**src/rtl/game_sequencer.sv**
```systemverilog
// Game-flow sequencer for the road-crossing game: owns lives, BCD level and car speed,
// and drives respawn/freeze/car-enable controls for the player and car datapaths.
module game_sequencer #(
  parameter int unsigned LIVES       = 4,
  parameter int unsigned HIT_FRAMES  = 60,
  parameter int unsigned LVL_FRAMES  = 30,
  parameter int unsigned OVER_FRAMES = 180,
  parameter int unsigned MAX_SPEED   = 31,
  parameter int unsigned BLINK_SHIFT = 3
) (
  input  logic       CLK,
  input  logic       RST_N,
  input  logic       frame_tick,
  input  logic       start,
  input  logic       collision,
  input  logic       goal,
  output logic [2:0] state,
  output logic       respawn,
  output logic       freeze,
  output logic       car_en,
  output logic [3:0] lives,
  output logic [3:0] led,
  output logic [3:0] lvl_tens,
  output logic [3:0] lvl_units,
  output logic [4:0] speed_car
);

  typedef enum logic [2:0] {
    IDLE  = 3'd0,
    PLAY  = 3'd1,
    HIT   = 3'd2,
    LVLUP = 3'd3,
    OVER  = 3'd4
  } state_t;

  localparam logic [3:0] FULL_LIVES = 4'((1 << LIVES) - 1);
  localparam logic [7:0] HIT_LAST   = 8'(HIT_FRAMES - 1);
  localparam logic [7:0] LVL_LAST   = 8'(LVL_FRAMES - 1);
  localparam logic [7:0] OVER_LAST  = 8'(OVER_FRAMES - 1);
  localparam logic [4:0] SPEED_MAX  = 5'(MAX_SPEED);

  state_t     st;
  logic [7:0] frame_cnt;

  assign state = st;
  // Blink only while frozen after a hit or at game over.
  assign led = ((st == HIT || st == OVER) && frame_cnt[BLINK_SHIFT]) ? '0 : lives;

  always_ff @(posedge CLK or negedge RST_N) begin
    if (!RST_N) begin
      st        <= IDLE;
      frame_cnt <= '0;
      lives     <= FULL_LIVES;
      lvl_tens  <= '0;
      lvl_units <= '0;
      speed_car <= '0;
      respawn   <= 1'b0;
      freeze    <= 1'b1;
      car_en    <= 1'b0;
    end else begin
      respawn <= 1'b0;
      if (frame_tick) frame_cnt <= frame_cnt + 8'd1;
      case (st)
        // IDLE and PLAY share the start path: both begin a fresh game in PLAY.
        IDLE, PLAY: begin
          if (start) begin
            st        <= PLAY;
            frame_cnt <= '0;
            lives     <= FULL_LIVES;
            lvl_tens  <= '0;
            lvl_units <= '0;
            speed_car <= '0;
            respawn   <= 1'b1;
            freeze    <= 1'b0;
            car_en    <= 1'b1;
          end else if (st == PLAY && collision) begin
            lives     <= lives >> 1;
            frame_cnt <= '0;
            freeze    <= 1'b1;
            if (lives == 4'b0001) begin
              st     <= OVER;
              car_en <= 1'b0;
            end else begin
              st <= HIT;
            end
          end else if (st == PLAY && goal) begin
            st        <= LVLUP;
            frame_cnt <= '0;
            freeze    <= 1'b1;
            car_en    <= 1'b0;
            if (lvl_units != 4'd9) begin
              lvl_units <= lvl_units + 4'd1;
            end else if (lvl_tens != 4'd9) begin
              lvl_units <= '0;
              lvl_tens  <= lvl_tens + 4'd1;
            end
            if (speed_car < SPEED_MAX) speed_car <= speed_car + 5'd1;
          end
        end
        HIT, LVLUP: begin
          if (frame_tick && frame_cnt == ((st == HIT) ? HIT_LAST : LVL_LAST)) begin
            st        <= PLAY;
            frame_cnt <= '0;
            respawn   <= 1'b1;
            freeze    <= 1'b0;
            car_en    <= 1'b1;
          end
        end
        OVER: begin
          if (start || (frame_tick && frame_cnt == OVER_LAST)) begin
            st        <= IDLE;
            frame_cnt <= '0;
            lives     <= FULL_LIVES;
            lvl_tens  <= '0;
            lvl_units <= '0;
            speed_car <= '0;
            freeze    <= 1'b1;
            car_en    <= 1'b0;
          end
        end
        default: begin
          st        <= IDLE;
          frame_cnt <= '0;
          freeze    <= 1'b1;
          car_en    <= 1'b0;
        end
      endcase
    end
  end

endmodule

```
**config.mk**
```make
export PLATFORM = sky130hd
export DESIGN_NAME = game_sequencer
export DESIGN_NICKNAME = d
export VERILOG_FILES = /design/src/rtl/game_sequencer.sv
export SDC_FILE = /design/constraint.sdc
export NUM_CORES = 1
export LEC_CHECK = 0
export BUFFER_PORTS_ARGS = -buffer_cell sky130_fd_sc_hd__buf_2
export CAP_MARGIN = 20
export CORE_ASPECT_RATIO = 0.6
export CORE_MARGIN = 4
export CORE_UTILIZATION = 50
export DETAILED_ROUTE_END_ITERATION = 8
export PLACE_DENSITY = 0.84
export SYNTH_ARGS = -nofsm -noshare
export SYNTH_HDL_FRONTEND = slang
export SYNTH_SLANG_ARGS = --single-unit
export TNS_END_PERCENT = 20
```
**constraint.sdc**
```tcl
create_clock -name CLK -period 2.42 [get_ports CLK]
set_input_delay 0 -clock CLK [delete_from_list [all_inputs] [get_ports CLK]]
set_output_delay 0 -clock CLK [all_outputs]
set_load 0.005 [all_outputs]
```
==> flow_summary_export.csv <==
group,metric,value,unit
routing,drc,0,
sta,final_hold_viol_count,0,
final_layout,drive_gt1_share,26.13,%
critical_path,arrival,2.21,ns
sta,fmax,490.0,MHz
sta,finalClockSkew,0.007676,ns
clock_network,numCtsBuffers,5,
sta,tns,0,ns
critical_path,crit_start,"frame_cnt[0]",
sta,slew_viol_final,0,
placed_design,dp_hpwl,2920,µm
synthesis,yosysSeqAreaShare,42.46,%
critical_path,crit_fanout,4,
synthesis,avgSynthCellArea,9.849,µm²
floorplanning,boundaryPins,33,
placed_design,placed_area,2027,µm²
placed_design,port_buffers,32,
critical_path,crit_required,2.59,ns
hold_path,hold_class,"primary input to flop",
routing,dr.pass1.iters,4,
synthesis,synthArstFlopShare,100.0,%
synthesis,ys_ff_latch,31,
critical_path,critPathSlowestCell,"a2111oi_2",
power_and_ir_drop,pwr_density_cell,1000,nW/µm²
clock_network,htree_num_levels,2,
placed_design,gp_congestion,0.8586,
critical_path,r2r-start,"frame_cnt[0]",
power_and_ir_drop,leakage,1.005,nW
synthesis,synth_warnings,0,
hold_path,hp-start,"frame_tick",
sta,tightest_slew,0.6895,ns
final_layout,nNetsFinal,233,
clock_network,cts_sinks,31,
sta,fin_crit,2.041,ns
critical_path,critPathKind,"flop to flop",
floorplanning,die_area,4750,µm²
floorplanning,start_util,54.12,%
synthesis,postSynthCellCount,187,
power_and_ir_drop,power,0.002128,W
critical_path,setup.worst_path.end_class,"flop",
clock_network,cts_tree,"built",
grt,grt_max_degree,32,
synthesis,ys.flop_type,"dfrtp_1",
clock_network,clk_latency,0.28,ns
critical_path,critPathMaxStageDelay,0.49,ns
grt,grt_remaining_overflow,0,
routing,vias_per_cell,5.618,
grt,grt_usage,18.18,%
critical_path,worstPathCellList,"ha_1 -> and4_1 -> a2111oi_2 -> a221oi_2 -> nor3b_2 -> a21o_1",
synthesis,synth.net_count,199,
routing,ant_nets,0,
critical_path,critPathTopFamily,"compound AO/OA/AOI/OAI gates",
clock_network,clk_pin_slew_worst_paths,0.06,ns
grt,grt_pass1_wl,6575,µm
sta,min_period_over_period,84.33,%
final_layout,n_antenna_cell,0,
sta,setup-violations-final,0,
synthesis,synth_cell_types,49,
floorplanning,rows,16,
floorplanning,die_h,55.01,µm
floorplanning,core,3403,µm²
routing,wire_per_inst,14.98,µm
final_layout,fin_util,62.54,%
routing,num_vias,1500,
clock_network,cts_buffer_depth,2,
final_layout,fin_area,2128,µm²
grt,antenna_found_initial,0,
routing,drt_iter0_drc,133,
critical_path,crit_buf_inv,0,
synthesis,synth-edff-count,0,
routing,routed_wl,4000,µm
job,cap_violations,0,
sta,slew-limit-headroom,54.03,%
clock_network,cts_setup_buffers,0,
synthesis,syn_area,1842,µm²
final_layout,area_growth,15.56,%
floorplanning,die_x,86.36,µm
clock_network,cts_root_buf,"clkbuf_8",
critical_path,worstSetupStartpointType,"flop",
power_and_ir_drop,ir_drop,661.0,µV
grt,grt_pass1_vias,1375,
status,status,"completed",
sta,rsz0062_at_grt,"no",
flip-flops by register name, summed over array words and instances, names as in the netlist:
register and flops:
lives 4, speed_car 5, state 3, lvl_tens 4
car_en 1, respawn 1, freeze 1, frame_cnt 8
lvl_units 4
metal layers:
metal	vias up	wire length (µm)	global-route usage (%)	part of all wire, %
li1	742	-	-	-
met1	692	2064	26.95	52
met2	60	1603	25.51	40
met3	6	288	3.994	7.2
met4	0	43	7.513	1.1
met5	-	0	0	0
cells in the mapped netlist (all sizes together), types with 2 or more instances:
cell    count  area share [%]
a21o        2            0.81
nor2       28             5.7
nand2      12             2.4
inv         8             1.6
and4        3             1.4
nand4       5             1.7
o21ai       7             1.9
nor4        2             1.4
and3        7             2.4
nor3        6             3.1
nand3b      2            0.81
and4bb      2             1.4
nand2b      4             1.4
nand3       5             1.4
nor2b       2            0.68
nor3b       2             1.1
or3         2            0.68
a31oi       4             1.4
o211ai      2            0.81
dfrtp      26              35
buf         6             1.9
dfstp       5             7.1
xor2        7             3.3
ha          6             4.1
mux2i       7             3.8
a21oi       7             2.5
xnor2       2            0.95
area by class of cell:
cell class	count	area [µm²]
repair buffers	34	177.7
flip-flops and latches	31	782.0
well taps	45	56.30
multi-input cells	141	991.0
clock buffers	7	86.33
inverters	8	30.03
fillers	304	1275
clock inverters	1	5.005
layout by cell type (no fill, tap or decap), drive strengths merged, types with 3 or more instances in the layout:
cell type and instances:
o21ai 7, nand2 12, nand4 5, mux2i 7, clkbuf 7, inv 8, ha 6, and3 7
nand2b 4, nor3 6, xor2 7, nand3 5, dfstp 5, a31oi 4, dfrtp 26, nor2 28
and4 3, buf 33, a21oi 7
path summary, 6_finish.rpt:
kind,to,slack [ns],depth (start not counted)
max,car_en,0.38,6
min in group asynchronous,speed_car[1],0.30,2
max in group asynchronous,frame_cnt[6],1.68,2
min,frame_cnt[0],0.09,3
min reg2reg,car_en,0.49,1
max reg2reg,car_en,0.38,6
logic make-up after synthesis:
logic type                 share of synthesized area, %
and+or+nand+nor                                   28.06
AOI/OAI and AO/OA                                 12.77
DFF                                               42.46
buffers and inverters                             3.736
xor gates and xnor gates                          4.280
muxes                                             4.619
adders and majority gates                         4.076
stage by stage:
step | setup slack, ns | std cells | hold WS [ns]
floorplan | 0.6304 | 187 | -0.2956
global placement | 0.5124 | 258 | 0.09153
detailed placement | 0.3923 | 258 | 0.08321
CTS | 0.3804 | 267 | 0.07558
global route | 0.2468 | 267 | 0.1262
finish | 0.3793 | 267 | 0.08617
timing repair:
action,in CTS,in global routing
resized for setup,0,0
endpoints found under the hold margin,26,0
hold buffers,1,0
worst min-delay path, cell delays in order:
cell     delay, ns
buf_2         0.16
xnor2_1       0.09
nor2_1        0.07
where the power goes:
part | switching (W) | total [W] | internal (W) | leakage, nW
combinational | 0.000413 | 0.000789 | 0.000376 | 0.567
clock | 0.000192 | 0.000421 | 0.000229 | 0.0482
sequential | 0.000219 | 0.000918 | 0.000699 | 0.391
total | 0.000824 | 0.00213 | 0.00130 | 1.01
Note: power is estimated with default switching activity, not from simulation.
